--- config.mk ---
export PLATFORM = sky130hd
export DESIGN_NAME = mc_controller_flat
export DESIGN_NICKNAME = d
export VERILOG_FILES = /design/src/rtl/mc_pkg.sv /design/src/rtl/mc_controller_if.sv /design/src/rtl/mc_alu_decoder.sv /design/src/rtl/mc_controller.sv /design/src/flat_wrapper.sv
export SDC_FILE = /design/constraint.sdc
export NUM_CORES = 1
export LEC_CHECK = 0
export ABC_CLOCK_PERIOD_IN_PS = 2750
export CORE_UTILIZATION = 22
export DETAILED_ROUTE_END_ITERATION = 8
export PLACE_DENSITY = 0.89
export RECOVER_POWER = 50
export SLEW_MARGIN = 15
export SYNTH_ARGS = -nofsm -noshare
export SYNTH_HDL_FRONTEND = slang
export SYNTH_SLANG_ARGS = --single-unit
--- constraint.sdc ---
create_clock -name CLK -period 2.75 [get_ports CLK]
set_input_delay 0.55 -clock CLK [delete_from_list [all_inputs] [get_ports CLK]]
set_output_delay 0.55 -clock CLK [all_outputs]
set_load 0.01 [all_outputs]
--- src/rtl/mc_pkg.sv ---
// Shared encodings for the multicycle controller: FSM states, opcodes,
// R-type function codes and ALU control codes.
package mc_pkg;

    typedef enum logic [3:0] {
        S_FETCH    = 4'd0,
        S_DECODE   = 4'd1,
        S_MEMADR   = 4'd2,
        S_MEMRD    = 4'd3,
        S_MEMWB    = 4'd4,
        S_MEMWR    = 4'd5,
        S_EXECUTE  = 4'd6,
        S_ALUWB    = 4'd7,
        S_BRANCH   = 4'd8,
        S_ADDIEXEC = 4'd9,
        S_ADDIWB   = 4'd10,
        S_JUMP     = 4'd11
    } state_t;

    localparam logic [5:0] OP_LW    = 6'b100011;
    localparam logic [5:0] OP_SW    = 6'b101011;
    localparam logic [5:0] OP_RTYPE = 6'b000000;
    localparam logic [5:0] OP_BEQ   = 6'b000100;
    localparam logic [5:0] OP_ADDI  = 6'b001000;
    localparam logic [5:0] OP_J     = 6'b000010;

    localparam logic [5:0] FN_ADD = 6'b100000;
    localparam logic [5:0] FN_SUB = 6'b100010;
    localparam logic [5:0] FN_AND = 6'b100100;
    localparam logic [5:0] FN_OR  = 6'b100101;
    localparam logic [5:0] FN_SLT = 6'b101010;

    localparam logic [2:0] ALU_ADD = 3'b010;
    localparam logic [2:0] ALU_SUB = 3'b110;
    localparam logic [2:0] ALU_AND = 3'b000;
    localparam logic [2:0] ALU_OR  = 3'b001;
    localparam logic [2:0] ALU_SLT = 3'b111;

    typedef enum logic [1:0] {
        ALUOP_ADD   = 2'b00,
        ALUOP_SUB   = 2'b01,
        ALUOP_FUNCT = 2'b10
    } aluop_t;

    typedef enum logic [1:0] {
        PCSRC_ALU    = 2'b00,
        PCSRC_ALUOUT = 2'b01,
        PCSRC_JUMP   = 2'b10
    } pcsrc_t;

endpackage

--- src/rtl/mc_controller_if.sv ---
// Controller <-> datapath bundle. The master side is the controller (reads
// instruction/ALU status, drives controls); the slave side is the datapath.
interface mc_controller_if #(parameter int WIDTH = 32);
    logic [5:0]       Op;
    logic [5:0]       Funct;
    logic [25:0]      Instr;
    logic [WIDTH-1:0] PC;
    logic             Zero;
    logic [WIDTH-1:0] ALUResult;
    logic [WIDTH-1:0] ALUOut;
    logic [WIDTH-1:0] PCC;
    logic             PCEn;
    logic             IorD;
    logic             IRWrite;
    logic             MemWrite;
    logic             RegDst;
    logic             MemtoReg;
    logic             RegWrite;
    logic             ALUSrcA;
    logic [1:0]       ALUSrcB;
    logic [2:0]       ALUControl;
    logic [3:0]       State;

    modport master (
        input  Op, Funct, Instr, PC, Zero, ALUResult, ALUOut,
        output PCC, PCEn, IorD, IRWrite, MemWrite, RegDst, MemtoReg,
               RegWrite, ALUSrcA, ALUSrcB, ALUControl, State
    );

    modport slave (
        output Op, Funct, Instr, PC, Zero, ALUResult, ALUOut,
        input  PCC, PCEn, IorD, IRWrite, MemWrite, RegDst, MemtoReg,
               RegWrite, ALUSrcA, ALUSrcB, ALUControl, State
    );
endinterface

--- src/rtl/mc_alu_decoder.sv ---
// Maps the FSM's ALUOp class plus the R-type Funct field to an ALU operation.
module mc_alu_decoder
    import mc_pkg::*;
(
    input  aluop_t     aluop,
    input  logic [5:0] funct,
    output logic [2:0] alu_control
);

    // Select the ALU operation; unknown Funct falls back to add.
    always_comb begin
        alu_control = ALU_ADD;
        case (aluop)
            ALUOP_SUB: alu_control = ALU_SUB;
            ALUOP_FUNCT: begin
                case (funct)
                    FN_ADD:  alu_control = ALU_ADD;
                    FN_SUB:  alu_control = ALU_SUB;
                    FN_AND:  alu_control = ALU_AND;
                    FN_OR:   alu_control = ALU_OR;
                    FN_SLT:  alu_control = ALU_SLT;
                    default: alu_control = ALU_ADD;
                endcase
            end
            default: alu_control = ALU_ADD;
        endcase
    end

endmodule

--- src/rtl/mc_controller.sv ---
// Multicycle MIPS-style main controller: Moore FSM decoding datapath controls
// from the registered state, plus the PC enable and next-PC mux.
module mc_controller
    import mc_pkg::*;
#(
    parameter int WIDTH = 32
) (
    input  logic             CLK,
    input  logic             rst,
    mc_controller_if.master  bus
);

    state_t state, next_state;
    aluop_t aluop;
    pcsrc_t pcsrc;
    logic   pcwrite, branch, irwrite, memwrite, regwrite;

    // State register; reset is synchronous and may interrupt any instruction.
    always_ff @(posedge CLK) begin
        // NOTE: non-blocking so every register samples pre-edge values.
        if (rst) state <= S_FETCH;
        else     state <= next_state;
    end

    // Next-state selection from the current state and opcode.
    always_comb begin
        // NOTE: defaults first so no path leaves a signal unassigned (no latch).
        next_state = S_FETCH;
        case (state)
            S_FETCH:  next_state = S_DECODE;
            S_DECODE: begin
                case (bus.Op)
                    OP_LW, OP_SW: next_state = S_MEMADR;
                    OP_RTYPE:     next_state = S_EXECUTE;
                    OP_BEQ:       next_state = S_BRANCH;
                    OP_ADDI:      next_state = S_ADDIEXEC;
                    OP_J:         next_state = S_JUMP;
                    default:      next_state = S_FETCH;
                endcase
            end
            S_MEMADR:   next_state = (bus.Op == OP_LW) ? S_MEMRD : S_MEMWR;
            S_MEMRD:    next_state = S_MEMWB;
            S_EXECUTE:  next_state = S_ALUWB;
            S_ADDIEXEC: next_state = S_ADDIWB;
            default:    next_state = S_FETCH;
        endcase
    end

    // Moore control decode; anything not named for a state stays 0.
    always_comb begin
        pcwrite      = 1'b0;
        branch       = 1'b0;
        pcsrc        = PCSRC_ALU;
        aluop        = ALUOP_ADD;
        irwrite      = 1'b0;
        memwrite     = 1'b0;
        regwrite     = 1'b0;
        bus.IorD     = 1'b0;
        bus.RegDst   = 1'b0;
        bus.MemtoReg = 1'b0;
        bus.ALUSrcA  = 1'b0;
        bus.ALUSrcB  = 2'b00;
        case (state)
            S_FETCH: begin
                irwrite     = 1'b1;
                bus.ALUSrcB = 2'b01;
                pcwrite     = 1'b1;
            end
            S_DECODE:   bus.ALUSrcB = 2'b11;
            S_MEMADR, S_ADDIEXEC: begin
                bus.ALUSrcA = 1'b1;
                bus.ALUSrcB = 2'b10;
            end
            S_MEMRD:    bus.IorD = 1'b1;
            S_MEMWR: begin
                bus.IorD = 1'b1;
                memwrite = 1'b1;
            end
            S_MEMWB: begin
                bus.MemtoReg = 1'b1;
                regwrite     = 1'b1;
            end
            S_ALUWB: begin
                bus.RegDst = 1'b1;
                regwrite   = 1'b1;
            end
            S_ADDIWB:   regwrite = 1'b1;
            S_EXECUTE: begin
                bus.ALUSrcA = 1'b1;
                aluop       = ALUOP_FUNCT;
            end
            S_BRANCH: begin
                bus.ALUSrcA = 1'b1;
                aluop       = ALUOP_SUB;
                pcsrc       = PCSRC_ALUOUT;
                branch      = 1'b1;
            end
            S_JUMP: begin
                pcsrc   = PCSRC_JUMP;
                pcwrite = 1'b1;
            end
            default: ;
        endcase
    end

    // Next-PC mux from the decoded PC source.
    always_comb begin
        case (pcsrc)
            PCSRC_ALUOUT: bus.PCC = bus.ALUOut;
            PCSRC_JUMP:   bus.PCC = {bus.PC[WIDTH-1 -: 4], bus.Instr, 2'b00};
            default:      bus.PCC = bus.ALUResult;
        endcase
    end

    mc_alu_decoder u_alu_decoder (
        .aluop       (aluop),
        .funct       (bus.Funct),
        .alu_control (bus.ALUControl)
    );

    // Write strobes are masked by reset without waiting for the edge.
    assign bus.PCEn     = ~rst & (pcwrite | (branch & bus.Zero));
    assign bus.IRWrite  = ~rst & irwrite;
    assign bus.MemWrite = ~rst & memwrite;
    assign bus.RegWrite = ~rst & regwrite;
    assign bus.State    = state;

endmodule
--- src/flat_wrapper.sv ---
// flat-port wrapper written by rule: the top's interface ports become plain ports
module mc_controller_flat import mc_pkg::*;
#(
    parameter int WIDTH = 32
)
  (CLK, rst, bus_Op, bus_Funct, bus_Instr, bus_PC, bus_Zero, bus_ALUResult, bus_ALUOut, bus_PCC, bus_PCEn, bus_IorD, bus_IRWrite, bus_MemWrite, bus_RegDst, bus_MemtoReg, bus_RegWrite, bus_ALUSrcA, bus_ALUSrcB, bus_ALUControl, bus_State);
  mc_controller_if #(.WIDTH(WIDTH)) bus_i ();
  input  logic CLK;
  input  logic rst;
  input wire logic [$bits(bus_i.Op)-1:0] bus_Op;
  input wire logic [$bits(bus_i.Funct)-1:0] bus_Funct;
  input wire logic [$bits(bus_i.Instr)-1:0] bus_Instr;
  input wire logic [$bits(bus_i.PC)-1:0] bus_PC;
  input wire logic [$bits(bus_i.Zero)-1:0] bus_Zero;
  input wire logic [$bits(bus_i.ALUResult)-1:0] bus_ALUResult;
  input wire logic [$bits(bus_i.ALUOut)-1:0] bus_ALUOut;
  output wire logic [$bits(bus_i.PCC)-1:0] bus_PCC;
  output wire logic [$bits(bus_i.PCEn)-1:0] bus_PCEn;
  output wire logic [$bits(bus_i.IorD)-1:0] bus_IorD;
  output wire logic [$bits(bus_i.IRWrite)-1:0] bus_IRWrite;
  output wire logic [$bits(bus_i.MemWrite)-1:0] bus_MemWrite;
  output wire logic [$bits(bus_i.RegDst)-1:0] bus_RegDst;
  output wire logic [$bits(bus_i.MemtoReg)-1:0] bus_MemtoReg;
  output wire logic [$bits(bus_i.RegWrite)-1:0] bus_RegWrite;
  output wire logic [$bits(bus_i.ALUSrcA)-1:0] bus_ALUSrcA;
  output wire logic [$bits(bus_i.ALUSrcB)-1:0] bus_ALUSrcB;
  output wire logic [$bits(bus_i.ALUControl)-1:0] bus_ALUControl;
  output wire logic [$bits(bus_i.State)-1:0] bus_State;
  assign bus_i.Op = bus_Op;
  assign bus_i.Funct = bus_Funct;
  assign bus_i.Instr = bus_Instr;
  assign bus_i.PC = bus_PC;
  assign bus_i.Zero = bus_Zero;
  assign bus_i.ALUResult = bus_ALUResult;
  assign bus_i.ALUOut = bus_ALUOut;
  assign bus_PCC = bus_i.PCC;
  assign bus_PCEn = bus_i.PCEn;
  assign bus_IorD = bus_i.IorD;
  assign bus_IRWrite = bus_i.IRWrite;
  assign bus_MemWrite = bus_i.MemWrite;
  assign bus_RegDst = bus_i.RegDst;
  assign bus_MemtoReg = bus_i.MemtoReg;
  assign bus_RegWrite = bus_i.RegWrite;
  assign bus_ALUSrcA = bus_i.ALUSrcA;
  assign bus_ALUSrcB = bus_i.ALUSrcB;
  assign bus_ALUControl = bus_i.ALUControl;
  assign bus_State = bus_i.State;
  mc_controller #(.WIDTH(WIDTH)) u_core (.CLK(CLK), .rst(rst), .bus(bus_i));
endmodule
==> run metrics <==
Rel. slew slack 77.11%; syn_area_per_cell ~6 sq um; clk sinks 4; Critical R2R Launch u_core.bus.State[3]; Final Cycle Share 94.83%; routed wl met3 504 um; DP HPWL 4.491 mm; core area 4786 sq um; post-route ant nets 0; Fin Clk Skew 0.6974 ps; Die Span X approximately 73 um; CTS max path bufs 2; worst min path class reg -> reg; worst flop-to-flop path endpoint u_core.bus.State[3]; Post CTS Setup Buffer Count 0; Clk Latency, worst-skew pair ~220 ps; R2R cell count 5; Fmax about 0.38 GHz; drt first-iter violations 48; Avg WL per Cell 14.09 um; Clock H-tree levels 1; Final Net Count 487; Seq/Total Area, Yosys 7.232%; grt ovf 0; Worst Path Arrival approximately 2000 ps; first-pass GRT wire length 8.500 mm; n_diodes 0; Critical Path, Cell by Cell nand2b_1 -> nor3_1 -> buf_4 -> inv_1 -> ha_2 -> buf_12 -> a22oi_1 -> o21ai_0 -> dlygate4sd2_1; Residual DRC 0; Post-synth EDFFs 0; crit path kind reg -> out; layout cell share with drive strength beyond 1 6.122%; initial antenna violation count 0; WL met1 2.299 mm; PD cells 162.4 nW/um^2; placed inst area 2829 sq um; Pins Over Slew Limit 0; outcome finished, final reports clean; DIE AREA 5321 sq um; Fin. Hold Viols 0; Synth area leader a22oi_1; Mapped Area 1107 sq um; CTS Buf Count 3; P_int 0.3465 mW; Initial Utilization ~23%; slew at the pin with the worst max-slew slack ~330 ps; Post-synth ARST share 0%; DR vias/cell 4.839; WP data required 2200 ps; sequential share of power 13.1%; crit path from u_core.bus.State[2]; First-pass DRT Iterations 4; Synth cell types 32; max reg flops 4; Ys Warns 0; list of most frequent post-synthesis cells 34 x nand2_1, 34 x o21ai_0, 31 x a22oi_1, 16 x clkbuf_1, 8 x nor2_1; Peak VDD IR 0.0002593 V; delay-heaviest family, CP buffers and inverters; critical path's largest stage delay 300 ps; total track usage 19.81%; CTS clk-pin slew, worst paths 30 ps; number of global-route vias before repair between 1,500 and 2,000; fin crit period 2608 ps; unrepaired setup endpoints after global routing false; Worst Path Max Fanout 17; Worst path depth 9; hold path startpoint u_core.bus.State[3]; num ports between 150 and 200; synthesis-to-layout area growth 160.6%; Psw ~0.12 mW; Worst R2R Setup Slack 930 ps; logic gate share of total power 60.1%; LEAKAGE 1.154 nW; largest net degree at the start of global routing 34; Net Count, Synth between 300 and 400; CTS tree done; total wire length after detailed routing between 5 and 6 mm; die height approximately 73 um; clock power share 26.8%; Synth area leaders a22oi_1 21%, o21ai_0 15%, nand2_1 12%; CP bufs+invs 4; CP Launch Type register; Site Rows 25; routed wl met2 2.940 mm; Yosys reg bits 4; Final setup viols 0; main flop type after synthesis dfxtp_1; post-synth top area share 21.02%; Clock Root Buffer clkbuf_8; CP max stage cell dfxtp_1; Setup crit end bus_PCC[19]; Routability Congestion 0.8411; vias 1,984; Post-Synthesis Cells between 150 and 200; DR top layer met4; Max Cap Viol 0; # port buffers 157; crit path capture type output pin; switching part of the total 26.07%; final std cell area, no fill 2885 sq um; WHS 634.4 ps
[layout make-up]
type / count / area [sq um]
sequential: 4 / 80.08
clock buffer: 3 / 41.29
multi-input combinational: 160 / 958.4
fill: 460 / 1901
timing repair buffer: 170 / 1699
inverter: 6 / 22.52
tap: 67 / 83.83
[cells in the final DEF, fill, tap and decap left out, drive strengths merged, types with 2 or more instances in the layout]
cell           instances
nor2b                  3
xnor2                  2
clkbuf                 5
nor4                   2
inv                    6
nand2b                 4
dlygate4sd2           33
a21oi                  7
nor2                   8
dlygate4sd3           14
ha                     5
nand2                 34
or2                    3
or4                    2
o21ai                 34
dfxtp                  4
a22oi                 31
a31oi                  2
or3                    2
clkdlybuf4s50        108
nor3b                  3
a22o                   2
buf                   12
nor3                   6
[worst min path at each step]
stage,cells past startpoint,slack [ps],end
after CTS,2,640,u_core.bus.State[0]
after global placement,2,610,u_core.bus.State[0]
final,2,630,u_core.bus.State[0]
after detailed placement,2,620,u_core.bus.State[0]
after global routing,2,680,u_core.bus.State[0]
after floorplan,2,530,u_core.bus.State[0]
[metrics by stage]
stage | cells | worst slack [ps] | total power, mW | setup TNS [ps] | util, %
2_1_floorplan | 187 | 126.5 | 0.1276 | 0 | -
3_3_place_gp | 406 | 41.95 | 0.3578 | 0 | 59.11
3_5_place_dp | 406 | 15.01 | 0.3620 | 0 | 59.11
4_1_cts | 409 | -79.19 | 0.4721 | -79.19 | 59.63
5_1_grt | 410 | 24.51 | 0.4976 | 0 | 60.29
6_report | 410 | 142.1 | 0.4687 | 0 | 60.29
[layer usage]
layer / track usage, % / up-vias
met5: 0 / -
met4: 2.397 / 0
met3: 4.282 / 4
met2: 38.01 / 88
met1: 22.86 / 882
li1: - / 1010
[kinds of logic after synthesis]
family                     Yosys count  synth area share (%)
AOI/OAI and AO/OA                   82                 46.55
xor gates and xnor gates             2                 1.582
adders and majority gates            5                 5.650
buffers and inverters               23                 7.796
DFF                                  4                 7.232
muxes                                1                0.9040
and+or+nand+nor                     70                 30.28
[power by group through the flow]
stage	Sequential (mW)	Combinational [mW]	Clock (mW)
2_1_floorplan	0.0632	0.0644	0
4_1_cts	0.0616	0.284	0.127
5_1_grt	0.0619	0.303	0.133
3_3_place_gp	0.0623	0.296	0
3_5_place_dp	0.0624	0.300	0
6_report	0.0616	0.282	0.125
[worst register-to-register path, stage by stage, from the launching register on]
cell and delay, ps:
dfxtp_1 300, buf_4 170, or2_1 270, or3_1 390, or4b_1 480, a21oi_1 150
[timing repair]
action                                  in CTS  in global routing
cloned                                       0                  1
endpoints found under the setup margin      34                  3
resized for setup                           40                  3
pin swaps                                    0                  0
hold buffers                                 0                  0
hold endpoints to repair                     0                  0
Note: power is estimated with default switching activity, not from simulation.
